### config.mk
export PLATFORM = sky130hd
export DESIGN_NAME = flipflop_pipe
export DESIGN_NICKNAME = d
export VERILOG_FILES = /design/src/rtl/flipflop_pkg.sv /design/src/rtl/flipflop_stage.sv /design/src/rtl/flipflop_pipe.sv
export SDC_FILE = /design/constraint.sdc
export NUM_CORES = 1
export LEC_CHECK = 0
export CAP_MARGIN = 20
export CORE_UTILIZATION = 45
export DETAILED_ROUTE_END_ITERATION = 10
export PLACE_DENSITY = 0.74
export SLEW_MARGIN = 20
export SYNTH_ARGS = -nofsm -noshare
export SYNTH_HDL_FRONTEND = slang
export SYNTH_HIERARCHICAL = 1
export SYNTH_SLANG_ARGS = --single-unit
### constraint.sdc
create_clock -name clk -period 1.7 [get_ports clk]
set_input_delay 0.34 -clock clk [delete_from_list [all_inputs] [get_ports clk]]
set_output_delay 0.34 -clock clk [all_outputs]
set_load 0.03 [all_outputs]
### src/rtl/flipflop_pkg.sv
// flipflop_pkg: shared defaults and width helper for the flip-flop pipeline.
package flipflop_pkg;
  localparam int DEF_WIDTH = 8;
  localparam int DEF_DEPTH = 4;
  localparam int MAX_DEPTH = 16;
  function automatic int sel_width(input int n);
    return (n > 1) ? $clog2(n) : 1;
  endfunction
endpackage

### src/rtl/flipflop_stage.sv
// flipflop_stage: one data+valid register with async reset, sync clear and enable.
module flipflop_stage #(
  parameter int WIDTH = 8,
  parameter logic [WIDTH-1:0] RESET_VAL = '0
) (
  input  logic             clk,
  input  logic             reset_n,
  input  logic             en,
  input  logic             clr,
  input  logic [WIDTH-1:0] d_in,
  input  logic             v_in,
  output logic [WIDTH-1:0] d_out,
  output logic             v_out
);
  always_ff @(posedge clk or negedge reset_n)
    if (!reset_n) begin
      d_out <= RESET_VAL;
      v_out <= 1'b0;
    end else if (clr) begin
      d_out <= RESET_VAL;
      v_out <= 1'b0;
    end else if (en) begin
      d_out <= d_in;
      v_out <= v_in;
    end
endmodule

### src/rtl/flipflop_pipe.sv
// flipflop_pipe: DEPTH-stage data/valid shift pipeline with a selectable tap and valid count.
module flipflop_pipe
  import flipflop_pkg::*;
#(
  parameter int WIDTH = DEF_WIDTH,
  parameter int DEPTH = DEF_DEPTH,
  parameter logic [WIDTH-1:0] RESET_VAL = '0
) (
  input  logic                              clk,
  input  logic                              reset_n,
  input  logic                              en,
  input  logic                              clr,
  input  logic [WIDTH-1:0]                  qin,
  input  logic                              vin,
  input  logic [sel_width(DEPTH)-1:0]       tap_sel,
  output logic [WIDTH-1:0]                  qout,
  output logic                              vout,
  output logic [WIDTH-1:0]                  tap_q,
  output logic                              tap_v,
  output logic [sel_width(DEPTH+1)-1:0]     count
);
  localparam int CW = sel_width(DEPTH + 1);
  // Element 0 is the pipeline input; element k+1 is the output of stage k.
  logic [WIDTH-1:0] d [DEPTH+1];
  logic             v [DEPTH+1];
  assign d[0] = qin;
  assign v[0] = vin;
  for (genvar k = 0; k < DEPTH; k++) begin : g_stage
    flipflop_stage #(.WIDTH(WIDTH), .RESET_VAL(RESET_VAL)) u_stage (
      .clk(clk), .reset_n(reset_n), .en(en), .clr(clr),
      .d_in(d[k]), .v_in(v[k]), .d_out(d[k+1]), .v_out(v[k+1])
    );
  end
  assign qout = d[DEPTH];
  assign vout = v[DEPTH];
  // Out-of-range selects fall through to the last stage.
  always_comb begin
    tap_q = d[DEPTH];
    tap_v = v[DEPTH];
    count = '0;
    for (int k = 0; k < DEPTH; k++) begin
      if (32'(tap_sel) == k) begin
        tap_q = d[k+1];
        tap_v = v[k+1];
      end
      count = count + CW'(v[k+1]);
    end
  end
endmodule

Yosys cells after proc, flatten, opt, wreduce, memory -nomap -nowiden
Cells that the tools add are included.
{"block": "classes", "muxes": 24, "n_reduce_logical": 2, "add_sub_neg": 3, "n_eq_ne": 3}
{"cell": "$mux W8", "count": 12}
{"cell": "$mux W1", "count": 12}
{"cell": "$eq A2 B2 Y1 const B", "count": 2}
{"cell": "$add A2 B1 Y3", "count": 1}
{"cell": "$add A3 B1 Y3", "count": 1}
{"cell": "$add A1 B1 Y2", "count": 1}
{"cell": "$eq A2 B1 Y1 const B", "count": 1}
{"cell": "$logic_not A2 Y1", "count": 1}
{"cell": "$reduce_bool A2 Y1", "count": 1}
{"block": "totals", "out_inout_bits": 21, "elab_cells": 40, "inputBits": 15, "reg_bits": 36}

Depth between registers and ports, before layout
Gate-level depths: netlist (run 1).
{"block": "depth", "word_depth": 5, "depth_mapped": 5, "depth_no_buf": 5}

Cells and area by module
Netlist (run 1), hierarchy kept.
{"module": "flipflop_stage", "area_per_inst_um2": 364.1, "seq_area_each_um2": 225.2, "cells_per_inst": 29, "instances": 4}
{"module": "flipflop_pipe", "area_per_inst_um2": 282.8, "seq_area_each_um2": 0.0, "cells_per_inst": 19, "instances": 1}

Least setup slack after synthesis (run 1)
Ideal clock, no wire load.
{"block": "synth_timing", "path_kind": "reg-to-output", "from": "reg g_stage[3].u_stage.v_out", "to": "out count[1]", "t_arrival_ns": 1.780, "t_required_ns": 1.360, "slack_ns": -0.420, "path_buffers": 0, "path_stages_with_launch": 6, "path_cell_list": "dfrtp_1 -> inv_1 -> fa_1 -> inv_1 -> ha_1 -> ha_1"}
{"block": "synth_via", "elab_chain_cells": 1}
{"item": "from (decl)", "line_no": "flipflop_stage.sv:13", "source": "output logic v_out"}
{"item": "from (signal assigned)", "line_no": "flipflop_stage.sv:24", "source": "v_out <= v_in;"}
{"item": "$add A3 B1 Y3", "line_no": "flipflop_pipe.sv:46", "source": "count = count + CW'(v[k+1]);"}
{"item": "to (decl)", "line_no": "flipflop_pipe.sv:20", "source": "output logic [sel_width(DEPTH+1)-1:0] count"}
No other way between the ends.

Final worst setup path (run 1)
Same ends and word-level chain as after synthesis.

==> out/results.md, run 1 <==
* violations in the final reports: setup timing
* HPWL Detailed: 2400 um
* class of the most critical setup path: reg2out
* top cell type by total area after synthesis: sky130_fd_sc_hd__dfrtp_1
* Post-Synth Simple-Gate Area: 0.0777
* post-synthesis compound-gate area fraction: 0
* CP peak stage delay: 0.55 ns
* number of clock sinks: 36
* Inserted Clock Buffers: 5
* wire length of the first global-routing pass: 6180 um
* source-to-sink clock delay at the later pin of the worst-skew pair: 0.28 ns
* DRC violations left: 0
* max-capacitance violation count: 0
* width of the chip: 64.2 um
* global-route usage over all layers: 0.201
* worst clock skew on the final layout: 0.00357 ns
* leakage power: 1.34 nW
* Setup WS post-layout: -0.446 ns
* slew at the pin closest to its max-slew limit: 0.457 ns
* total via count in the routed design: 1270
* VDD IR-drop max: 0.593 mV
* maximum fanout along the worst path: 2
* number of buffer cells added on primary ports: 35
* routability congestion estimate from global placement: 0.782
* Slowest cell on crit path: sky130_fd_sc_hd__fa_1
* depth of the CTS H-tree: 2
* normalized max-slew margin: 0.695
* die span in y: 64.2 um
* effective utilization at floorplan: 0.472
* Critical Path Start Type: flop
* number of register bits inferred by synthesis: 36
* CTS tree: done
* cell area after synthesis: 1740 um2
* number of global-route vias before repair: 1323
* DP Worst Slack: -0.782 ns
* area added between synthesis and finish: 46.0%
* area fraction of the dominant cell type after synthesis: 0.518
* main area contributors after synthesis: sky130_fd_sc_hd__dfrtp_1 (52%), sky130_fd_sc_hd__mux2i_1 (21%), sky130_fd_sc_hd__mux4_2 (12%)
* RSZ-0062 raised after global routing: true
* post-CTS clock slew at the launch and capture registers of the worst setup and hold paths: 0.07 ns
* power per cell area: 712 nW/um2
* data arrival time of the critical path: 1.81 ns
* type of the worst min-delay path: in2async
* Fmax achieved: 466 MHz
* routed length per placed instance: 14.1 um
* final antenna-violating net count: 0
* time the final worst path needs with I/O delays and setup: 2.15 ns
* Critical Path, Cell by Cell: inv_2 -> fa_1 -> inv_2 -> ha_4 -> ha_4 -> buf_6
* synth warn: 6
* placed inst area: 2380 um2
* area enclosed by the die boundary: 4120 um2
* count of mapped cells out of synthesis: 135
* clock tree root driver cell: sky130_fd_sc_hd__clkbuf_8
* pin count of the biggest net entering global routing: 37
* # setup viols final: 4
* area of the core region: 3690 um2
* Post-Synth Adder-Cell Area: 0.0259
* mux share of post-synthesis cell area: 0.324
* largest buffer count on any clock path: 2
* part of the cycle the worst path needs: 1.26
* top-level I/O count: 36
* DR iter-0 viols: 49
* antenna violations before repair: 0
* synthesized area divided by synthesized cell count: 12.9 um2
* summed area of non-filler cells in the final layout: 2540 um2
* aggregate global routing overflow: 0
* result of the run: complete, but fails checks
* post-synthesis net count: 153
* Detailed Route WL: 3630 um
* sequential cell area fraction in the yosys report: 0.518
* main combinational cell family by area after synthesis: multiplexers
* Final Net Count: 226
* required time of the critical path: 1.36 ns
* library cells used by synthesis: 10
* Hold-fix buffers, CTS: 0
* number of placement rows: 22
* fraction of layout cells with a size suffix above 1: 0.368
* xor and xnor area share after synthesis: 0
* Antenna Cells: 0
* detailed-router iteration count before antenna repair: 4
* final-report hold violation count: 0
* critical path capture point type: primary output
* vias per cell: 4.94
* count of final max-slew check failures: 0
## cell type report
class | instances | area [um2]
Clock buffer | 8 | 90.1
Fill cell | 287 | 1150
Inverter | 5 | 18.8
Multi-Input combinational cell | 84 | 768
Sequential cell | 36 | 902
Tap cell | 48 | 60.1
Timing Repair Buffer | 76 | 699
## power by group
part | switching, mW | internal, mW | total, mW
registers | 0.0147 | 0.880 | 0.895
clock network | 0.292 | 0.331 | 0.623
logic | 0.137 | 0.152 | 0.290
## critical path: cells and delay by family (launching register included)
| family | cells | cell delay [ns] |
|---|---|---|
| fa+ha+maj | 3 | 0.95 |
| flops | 1 | 0.37 |
| buf+inv | 3 | 0.21 |
## cells in the mapped netlist
| cell | n |
|---|---|
| sky130_fd_sc_hd__mux2i_1 | 36 |
| sky130_fd_sc_hd__dfrtp_1 | 36 |
| sky130_fd_sc_hd__clkbuf_2 | 1 |
| sky130_fd_sc_hd__buf_1 | 4 |
| sky130_fd_sc_hd__inv_1 | 5 |
| sky130_fd_sc_hd__buf_6 | 5 |
| sky130_fd_sc_hd__fa_1 | 1 |
| sky130_fd_sc_hd__nor2_1 | 36 |
| sky130_fd_sc_hd__ha_1 | 2 |
| sky130_fd_sc_hd__mux4_2 | 9 |
## state kept, by name (all words and copies together) (netlist names)
signal,cells
g_stage.u_stage/v_out,4
g_stage.u_stage/d_out,32
## repair_timing
action                                  in CTS  in global routing
cloned                                       1                  0
endpoints found under the setup margin      21                  9
pin swaps                                    1                  0
buffers inserted                             1                  5
gates resized for setup                     79                 14
## routing by layer
| metal | wire length, um | vias up | GRT usage |
|---|---|---|---|
| met2 | 1830 | 23 | 0.342 |
| met3 | 142 | 2 | 0.0661 |
| met1 | 1650 | 635 | 0.249 |
| met5 | 0 | - | 0 |
| met4 | 7 | 0 | 0.0417 |
| li1 | - | 610 | - |
## logic make-up after synthesis
| group | after synthesis |
|---|---|
| multiplexers | 45 |
| AND/OR/NAND/NOR | 36 |
| flip-flops | 36 |
| buffers and inverters | 15 |
| adder cells (fa/ha/maj) | 3 |
## metrics by stage
step | std cells | setup TNS, ns | util | hold WS (ns) | power (mW)
4_1_cts | 252 | -1.30 | 0.672 | 0.492 | 1.82
3_3_place_gp | 242 | -7.43 | 0.646 | 0.520 | 1.18
2_1_floorplan | 135 | -0.127 | - | 0.0444 | 1.06
6_report | 257 | -1.40 | 0.688 | 0.475 | 1.81
3_5_place_dp | 242 | -7.61 | 0.646 | 0.542 | 1.19
5_1_grt | 257 | -1.67 | 0.688 | 0.509 | 1.89
## path summary, 6_finish.rpt
check	start	slack [ns]	depth (start not counted)	end
setup / recovery	g_stage[3].u_stage/v_out	-0.45	6	count[1]
hold / removal	reset_n	0.47	2	g_stage[2].u_stage/v_out
setup reg to reg	g_stage[3].u_stage/v_out	0.65	5	g_stage[3].u_stage/v_out
hold reg to reg	g_stage[2].u_stage/d_out[0]	0.55	2	g_stage[2].u_stage/d_out[0]
max in group asynchronous	reset_n	0.88	2	g_stage[3].u_stage/v_out
min in group clk	g_stage[2].u_stage/d_out[0]	0.55	2	g_stage[2].u_stage/d_out[0]
## layout by cell type (no fill, tap or decap)
master                            netlist  layout
sky130_fd_sc_hd__mux4_2                 9       9
sky130_fd_sc_hd__inv_1                  5       2
sky130_fd_sc_hd__ha_4                   0       2
sky130_fd_sc_hd__dfrtp_2                0       1
sky130_fd_sc_hd__nor2_1                36      36
sky130_fd_sc_hd__buf_16                 0       1
sky130_fd_sc_hd__mux2i_1               36      36
sky130_fd_sc_hd__clkbuf_2               1       1
sky130_fd_sc_hd__dfrtp_1               36      35
sky130_fd_sc_hd__buf_12                 0       3
sky130_fd_sc_hd__dlygate4sd2_1          0       9
sky130_fd_sc_hd__clkdlybuf4s50_1        0      11
sky130_fd_sc_hd__clkbuf_8               0       6
sky130_fd_sc_hd__buf_4                  0      35
sky130_fd_sc_hd__fa_1                   1       1
sky130_fd_sc_hd__clkbuf_1               0       2
sky130_fd_sc_hd__buf_2                  0       4
sky130_fd_sc_hd__inv_2                  0       3
sky130_fd_sc_hd__buf_6                  5      12
Power figures use the tool's default switching activity.
==> run 2, diff against run 1 <==
--- a/config.mk
+++ b/config.mk
@@ -5,7 +5,7 @@
 export SDC_FILE = /design/constraint.sdc
 export NUM_CORES = 1
 export LEC_CHECK = 0
-export CAP_MARGIN = 20
+export CAP_MARGIN = 0
 export CORE_UTILIZATION = 45
 export DETAILED_ROUTE_END_ITERATION = 10
 export PLACE_DENSITY = 0.74
==> results of run 2 <==
No change in the layout: final DEF, timing and power equal those of run 1.
